[config.mk]
export PLATFORM = sky130hd
export DESIGN_NAME = seg_scan_display_flat
export DESIGN_NICKNAME = d
export VERILOG_FILES = /design/src/rtl/seg_scan_display_if.sv /design/src/rtl/seg_scan_display.sv /design/src/flat_wrapper.sv
export SDC_FILE = /design/constraint.sdc
export NUM_CORES = 1
export LEC_CHECK = 0
export CORE_MARGIN = 10
export CORE_UTILIZATION = 55
export DETAILED_ROUTE_END_ITERATION = 8
export PLACE_DENSITY_LB_ADDON = 0.2
export RECOVER_POWER = 50
export SYNTH_ARGS = -nofsm -noshare
export SYNTH_HDL_FRONTEND = slang
export SYNTH_SLANG_ARGS = --single-unit
[constraint.sdc]
create_clock -name clk -period 3.9 [get_ports clk]
set_input_delay 0.975 -clock clk [delete_from_list [all_inputs] [get_ports clk]]
set_output_delay 0.975 -clock clk [all_outputs]
set_load 0.02 [all_outputs]
[src/rtl/seg_scan_display_if.sv]
`default_nettype none
// ============================================================================
// Module      : seg_scan_display_if
// Description : Stopwatch BCD time bus plus the 4-digit display pin group.
// Revision    : 1.0 - initial release
// ============================================================================
interface seg_scan_display_if;
    logic [2:0] time_sec_h;
    logic [3:0] time_sec_l;
    logic [3:0] time_msec_h;
    logic [3:0] time_msec_l;
    logic       time_out;
    logic       pause;
    logic [3:0] an;
    logic [6:0] seg;
    logic       dp;

    modport master (
        output time_sec_h, time_sec_l, time_msec_h, time_msec_l, time_out, pause,
        input  an, seg, dp
    );

    modport slave (
        input  time_sec_h, time_sec_l, time_msec_h, time_msec_l, time_out, pause,
        output an, seg, dp
    );
endinterface
`default_nettype wire

[src/rtl/seg_scan_display.sv]
`default_nettype none
// ============================================================================
// Module      : seg_scan_display
// Description : Multiplexed 4-digit common-anode SS.cc display driver with
//               per-frame snapshot, guard blanking and time-out blinking.
// Revision    : 1.0 - initial release
// ============================================================================
module seg_scan_display #(
    parameter int SCAN_DIV     = 100000,
    parameter int GUARD_CYC    = 500,
    parameter int BLINK_FRAMES = 64,
    parameter bit LZB          = 1'b1
) (
    input  logic              clk,
    input  logic              rst,
    seg_scan_display_if.slave bus
);
    localparam int CNT_W = $clog2(SCAN_DIV);
    localparam int FC_W  = $clog2(BLINK_FRAMES + 1);

    logic [CNT_W-1:0] cnt_q, cnt_d;
    logic [1:0]       idx_q, idx_d;
    logic [FC_W-1:0]  frame_cnt_q, frame_cnt_d;
    logic             blink_ph_q, blink_ph_d;
    logic [2:0]       sh_sec_h_q, sh_sec_h_d;
    logic [3:0]       sh_sec_l_q, sh_sec_l_d;
    logic [3:0]       sh_msec_h_q, sh_msec_h_d;
    logic [3:0]       sh_msec_l_q, sh_msec_l_d;
    logic             sh_time_out_q, sh_time_out_d;
    logic             sh_pause_q, sh_pause_d;
    logic [3:0]       an_q, an_d;
    logic [6:0]       seg_q, seg_d;
    logic             dp_q, dp_d;
    logic [3:0]       digit;
    logic             snap;

    function automatic logic [6:0] decode(input logic [3:0] v);
        logic [6:0] s;
        case (v)
            4'd0:    s = 7'h40;
            4'd1:    s = 7'h79;
            4'd2:    s = 7'h24;
            4'd3:    s = 7'h30;
            4'd4:    s = 7'h19;
            4'd5:    s = 7'h12;
            4'd6:    s = 7'h02;
            4'd7:    s = 7'h78;
            4'd8:    s = 7'h00;
            4'd9:    s = 7'h10;
            default: s = 7'h3F;
        endcase
        return s;
    endfunction

    always_comb begin
        cnt_d         = cnt_q + CNT_W'(1);
        idx_d         = idx_q;
        frame_cnt_d   = frame_cnt_q;
        blink_ph_d    = blink_ph_q;
        sh_sec_h_d    = sh_sec_h_q;
        sh_sec_l_d    = sh_sec_l_q;
        sh_msec_h_d   = sh_msec_h_q;
        sh_msec_l_d   = sh_msec_l_q;
        sh_time_out_d = sh_time_out_q;
        sh_pause_d    = sh_pause_q;
        snap          = (cnt_q == '0) && (idx_q == 2'd0);

        if (cnt_q == CNT_W'(SCAN_DIV - 1)) begin
            cnt_d = '0;
            idx_d = idx_q + 2'd1;
        end

        if (snap) begin
            sh_sec_h_d    = bus.time_sec_h;
            sh_sec_l_d    = bus.time_sec_l;
            sh_msec_h_d   = bus.time_msec_h;
            sh_msec_l_d   = bus.time_msec_l;
            sh_time_out_d = bus.time_out;
            sh_pause_d    = bus.pause;
            // Blink phase advances on the time_out of the frame just finished.
            if (frame_cnt_q == FC_W'(BLINK_FRAMES - 1)) begin
                frame_cnt_d = '0;
                blink_ph_d  = ~blink_ph_q;
            end else begin
                frame_cnt_d = frame_cnt_q + FC_W'(1);
            end
        end

        if (!sh_time_out_q) begin
            frame_cnt_d = '0;
            blink_ph_d  = 1'b0;
        end

        case (idx_q)
            2'd0:    digit = sh_msec_l_q;
            2'd1:    digit = sh_msec_h_q;
            2'd2:    digit = sh_sec_l_q;
            default: digit = {1'b0, sh_sec_h_q};
        endcase

        an_d  = 4'hF;
        seg_d = 7'h7F;
        dp_d  = 1'b1;
        if ((cnt_q >= CNT_W'(GUARD_CYC)) && !(sh_time_out_q && blink_ph_q)) begin
            if (!((idx_q == 2'd3) && LZB && (sh_sec_h_q == 3'd0))) begin
                an_d  = ~(4'b0001 << idx_q);
                seg_d = decode(digit);
            end
            if ((idx_q == 2'd2) || ((idx_q == 2'd0) && sh_pause_q))
                dp_d = 1'b0;
        end
    end

    always_ff @(posedge clk) begin
        if (rst) begin
            cnt_q         <= '0;
            idx_q         <= 2'd0;
            frame_cnt_q   <= '0;
            blink_ph_q    <= 1'b0;
            sh_sec_h_q    <= 3'd0;
            sh_sec_l_q    <= 4'd0;
            sh_msec_h_q   <= 4'd0;
            sh_msec_l_q   <= 4'd0;
            sh_time_out_q <= 1'b0;
            sh_pause_q    <= 1'b0;
            an_q          <= 4'hF;
            seg_q         <= 7'h7F;
            dp_q          <= 1'b1;
        end else begin
            cnt_q         <= cnt_d;
            idx_q         <= idx_d;
            frame_cnt_q   <= frame_cnt_d;
            blink_ph_q    <= blink_ph_d;
            sh_sec_h_q    <= sh_sec_h_d;
            sh_sec_l_q    <= sh_sec_l_d;
            sh_msec_h_q   <= sh_msec_h_d;
            sh_msec_l_q   <= sh_msec_l_d;
            sh_time_out_q <= sh_time_out_d;
            sh_pause_q    <= sh_pause_d;
            an_q          <= an_d;
            seg_q         <= seg_d;
            dp_q          <= dp_d;
        end
    end

    assign bus.an  = an_q;
    assign bus.seg = seg_q;
    assign bus.dp  = dp_q;
endmodule
`default_nettype wire
[src/flat_wrapper.sv]
// flat-port wrapper written by rule: the top's interface ports become plain ports
module seg_scan_display_flat 
#(
    parameter int SCAN_DIV     = 100000,
    parameter int GUARD_CYC    = 500,
    parameter int BLINK_FRAMES = 64,
    parameter bit LZB          = 1'b1
)
  (clk, rst, bus_time_sec_h, bus_time_sec_l, bus_time_msec_h, bus_time_msec_l, bus_time_out, bus_pause, bus_an, bus_seg, bus_dp);
  seg_scan_display_if bus_i ();
  input  logic clk;
  input  logic rst;
  input wire logic [$bits(bus_i.time_sec_h)-1:0] bus_time_sec_h;
  input wire logic [$bits(bus_i.time_sec_l)-1:0] bus_time_sec_l;
  input wire logic [$bits(bus_i.time_msec_h)-1:0] bus_time_msec_h;
  input wire logic [$bits(bus_i.time_msec_l)-1:0] bus_time_msec_l;
  input wire logic [$bits(bus_i.time_out)-1:0] bus_time_out;
  input wire logic [$bits(bus_i.pause)-1:0] bus_pause;
  output wire logic [$bits(bus_i.an)-1:0] bus_an;
  output wire logic [$bits(bus_i.seg)-1:0] bus_seg;
  output wire logic [$bits(bus_i.dp)-1:0] bus_dp;
  assign bus_i.time_sec_h = bus_time_sec_h;
  assign bus_i.time_sec_l = bus_time_sec_l;
  assign bus_i.time_msec_h = bus_time_msec_h;
  assign bus_i.time_msec_l = bus_time_msec_l;
  assign bus_i.time_out = bus_time_out;
  assign bus_i.pause = bus_pause;
  assign bus_an = bus_i.an;
  assign bus_seg = bus_i.seg;
  assign bus_dp = bus_i.dp;
  seg_scan_display #(.SCAN_DIV(SCAN_DIV), .GUARD_CYC(GUARD_CYC), .BLINK_FRAMES(BLINK_FRAMES), .LZB(LZB)) u_core (.clk(clk), .rst(rst), .bus(bus_i));
endmodule
---- Word level (Yosys, flattened, before mapping) ----
Memories as Yosys holds them, arrays and structs flattened. A register that Yosys moved wholly into a read port is not among the register bits.
Index checks and enable logic that the tools add are counted.
word-level totals
  register bits ........................... 49
  latch bits .............................. 0
  RAM bits ................................ 0
  ROM bits ................................ 112
  output and inout port bits .............. 12
  word-level logic and storage cells ...... 45
  memories kept ........................... 1
cells by class
  add/subtract/negate cells ............... 3
  $mul .................................... 0
  divide/modulo/power cells ............... 0
  order comparisons ....................... 1
  eq/ne operators ......................... 5
  shifts and indexed selects .............. 1
  muxes and demuxes ....................... 3
  bitwise gates (word level) .............. 4
  reduce and logical (&&, ||, !) cells .... 15
memory list
  name              depth  bits a word  read ports  clocked after memory_dff  write ports  line                    text
  (name not given)  16     7            1           1                         0            seg_scan_display.sv:39  case (v)
operators with widths
  cell                                                                                   number
  17-bit by 1-bit adder with 17-bit output (second input constant)                       1
  17-bit equality test (second input constant)                                           1
  17-bit by 9-bit greater-or-equal comparator with 1-bit output (second input constant)  1
  17-bit logical NOT                                                                     1
  4-bit case mux with 3 select lines                                                     1
  7-bit by 1-bit adder with 7-bit output (second input constant)                         1
  7-bit by 6-bit equality test with 1-bit output (second input constant)                 1
  7-bit two-way mux                                                                      1
  2-bit OR reduction                                                                     3
  1-bit logical AND                                                                      5
  2-bit equality test (second input constant)                                            2
  4-bit NOT                                                                              1
  1-bit by 2-bit left shift with 4-bit output (first input constant)                     1
  3-bit logical NOT                                                                      1
  1-bit NOT                                                                              3
  3-bit OR reduction                                                                     1
  2-bit by 1-bit adder with 2-bit output (second input constant)                         1
  2-bit by 1-bit equality test with 1-bit output (second input constant)                 1
  2-bit logical NOT                                                                      1
  2-bit AND reduction                                                                    1
  1-bit logical NOT                                                                      1
  1-bit logical OR                                                                       1
  1-bit two-way mux                                                                      1

---- Depth between registers and ports, before layout ----
  depth in word-level cells ............... 5
  mapped depth ............................ 8
  mapped depth without buffers ............ 8

---- Worst setup path before layout ----
Ideal clock, no wire load.
  path kind ............................... input to register
  start ................................... in rst
  end ..................................... reg u_core.seg_q[3], in the netlist u_core.bus.seg[3]
  library setup time ...................... 0.127 ns
  arrival ................................. 1.799 ns
  setup slack ............................. 1.974 ns
  stages .................................. 4
  path buffers ............................ 0
  cells stage by stage .................... a21o_1 a311oi_4 and2_1 o211ai_1
between the ends
  word-level cells in the longest chain between the ends .. 1
RTL lines
  what                          line                    text
  start: declaration            flat_wrapper.sv:12      input logic rst;
  3-bit OR reduction (no line)  n/a
  end: declaration              seg_scan_display.sv:32  logic [6:0] seg_q, seg_d;
Every way passes these cells.
A chain may end at the register's enable or synchronous reset.

---- Worst setup path after layout ----
  start ................................... in rst
  end ..................................... reg u_core.seg_q[1], in the netlist u_core.bus.seg[1]
Same word-level chain as after synthesis.

==> out/qor.yml <==
final_nets: 338
synth_compound_gate_area_share: 0.101
max_freq_mhz: 351
endpoint_kind: "register"
period_needed_ps: 2850
rsz0062_at_grt: "no"
core_area_sq_um: 4320
cts_hold_buf: 0
dpl.hpwl_um: 3680
rrSetupSlack_ps: 1420
clock_path_buffers: 2
drt_pass1_iterations: 4
finalSetupTns_ps: 0
cts_resized: 0
grt_antenna_before_repair: 0
clk_latency_ps: 310
crit_path_max_fanout: 25
drc: 0
synth_async_sr_flop_share: 0
syn_inst: 281
min_to: "u_core.sh_msec_l_q[1]"
worstPathRequired_ps: 4100
initial_core_util: 0.566
area_growth_pct: 16.5
setup_viol: 0
hold_depth: 2
die_area_sq_um: 7520
final_util: 0.659
r2r_cells: 6
synth_top_family_by_area: "simple AND/OR/NAND/NOR gates"
vias: 2033
wire_per_inst_um: 13.8
synth_mux_area_frac: 0.0128
n_antenna_cell: 0
cts_tree: "yes"
p_per_area_nw_per_um2: 358
cts-root-buf: "clkbuf_8"
skew_ps: 8.72
ys.flop_type: "dfxtp_1"
grt_pass1_vias: 1925
slew_headroom: 0.303
yosys.area_share.xor_xnor: 0.0788
numPortBuffers: 30
grt_pass1_wl_um: 8620
grt_usage: 0.138
tightest_slew_ps: 1050
clkTransAtPathRegs_ps: 100
yosysTopAreaCellShare: 0.458
synth_fp_nets: 310
cts_buffers: 5
totalWireLength_um: 4990
dr.first_iter.drc_count: 106
ir_drop_mv: 0.232
crit_type: "primary input to register"
grt_max_degree: 26
p_leak_nw: 1.04
r2r_start: "u_core.idx_q[0]"
ios: 31
yosysTopAreaCell: "dfxtp_1"
syn-mean-instance-area_sq_um: 8.70
synth-simple-area-share: 0.262
overflow: 0
cp-start-kind: "primary input"
syn_area_sq_um: 2450
ant_nets: 0
period_share: 0.730
ys_top_cells_by_area: "dfxtp_1 46%, nand2_1 7.8%, ha_1 5.1%, xor2_1 5.0%, nor2_1 4.9%"
r2r_end: "u_core.frame_cnt_q[6]"
synthAdderAreaFrac: 0.0512
cap_violations: 0
hp-start: "u_core.sh_msec_l_q[1]"
hold_path_class: "register to register"
finalHoldViolations: 0
globalplace.congestion: 0.878
synth_cell_types: 39
cts_setup_buffers: 0
dieHeight_um: 86.7
die_w_um: 86.7
synth_seq_area_share: 0.458
rows: 24
drv_slew: 0
h-tree-depth: 2
synth-seq-cells: 56
cts_sinks: 56
via_per_inst: 5.63
layout-drive-gt1-share: 0.0485
arrival_ps: 3050
ys_warn_count: 0
synth_edf_count: 0
status: "finished clean"
[cell usage after synthesis, types with 2 or more instances]
master / n
a211oi_1: 2
a21oi_1: 22
a222oi_1: 3
and2_1: 3
and3_1: 5
and4_1: 2
buf_4: 2
clkbuf_1: 6
dfxtp_1: 56
ha_1: 10
inv_1: 11
mux2i_1: 2
nand2_1: 51
nand2b_1: 2
nand3_1: 13
nand4_1: 8
nand4_2: 2
nor2_1: 32
nor2b_1: 2
nor3_1: 3
nor4_1: 2
o21ai_0: 5
xnor2_1: 8
xor2_1: 14
[metal layers]
| layer | routed length [um] | vias up | global-route usage |
|---|---|---|---|
| met2 | 2290 | 45 | 0.219 |
| met5 | 0 | - | 0 |
| li1 | - | 1005 | - |
| met3 | 277 | 8 | 0.0422 |
| met4 | 80 | 0 | 0.0442 |
| met1 | 2340 | 975 | 0.174 |
[critical path, stage by stage]
cell and delay (ps):
dlygate4sd3_1 530, clkbuf_1 420, a21o_1 340, a311oi_4 450
and2_1 230, o21ai_0 100
[placed cells by master, fill, tap and decap left out, types with 3 or more instances in the layout]
cell / n
xnor2_1: 8
ha_1: 10
clkbuf_8: 5
xor2_1: 14
a21oi_1: 22
and2_1: 3
nor3_1: 3
a222oi_1: 3
o21ai_0: 5
nor2_1: 32
dfxtp_1: 56
nand4_1: 8
nand3_1: 13
nand2_1: 51
dlygate4sd3_1: 13
and3_1: 5
inv_1: 11
clkdlybuf4s50_1: 17
[final cells by class]
type | instances | area, sq um
Clock buffer | 5 | 68.8
Clock inverter | 2 | 12.5
Fill cell | 400 | 1480
Inverter | 11 | 41.3
Multi-Input combinational cell | 204 | 1240
Sequential cell | 56 | 1120
Tap cell | 52 | 65.1
Timing Repair Buffer | 31 | 304
[state kept, by name, summed over array words and instances (netlist names)]
signal                count
u_core.sh_pause_q         1
u_core.bus.an             4
u_core.sh_time_out_q      1
u_core.blink_ph_q         1
u_core.sh_msec_h_q        4
u_core.sh_msec_l_q        4
u_core.bus.seg            7
u_core.bus.dp             1
u_core.sh_sec_l_q         4
u_core.cnt_q             17
u_core.frame_cnt_q        7
u_core.idx_q              2
u_core.sh_sec_h_q         3
[logic make-up after synthesis]
family	count (synthesis)
simple gates	131
flops	56
compound gates	38
xor+xnor	22
buf+inv	21
fa+ha+maj	10
mux	3
[through the flow]
step	cell area, sq um	hold WS [ps]	worst slack, ps	cells	power, mW
after global routing	2850	480	902	361	1.07
after floorplan	2450	426	1970	281	0.692
after global placement	2770	440	1220	354	0.727
after detailed placement	2770	447	1180	354	0.729
final	2850	458	1050	361	1.02
after CTS	2850	461	1380	361	1.03
[worst max-delay path by stage]
| stage | end | start | depth (start not counted) | slack (ps) |
|---|---|---|---|---|
| 2_1_floorplan | u_core.bus.seg[3] | rst | 4 | 1970 |
| 5_1_grt | u_core.bus.seg[3] | rst | 6 | 900 |
| 6_report | u_core.bus.seg[1] | rst | 6 | 1050 |
| 3_5_place_dp | u_core.bus.seg[1] | rst | 6 | 1180 |
| 4_1_cts | u_core.frame_cnt_q[6] | u_core.idx_q[0] | 6 | 1380 |
| 3_3_place_gp | u_core.bus.seg[3] | rst | 6 | 1220 |
[report_power, final]
group / internal (mW) / switching (mW)
clock network: 0.122 / 0.184
logic: 0.0473 / 0.0640
registers: 0.591 / 0.0120
(Power assumes the default switching activity.)
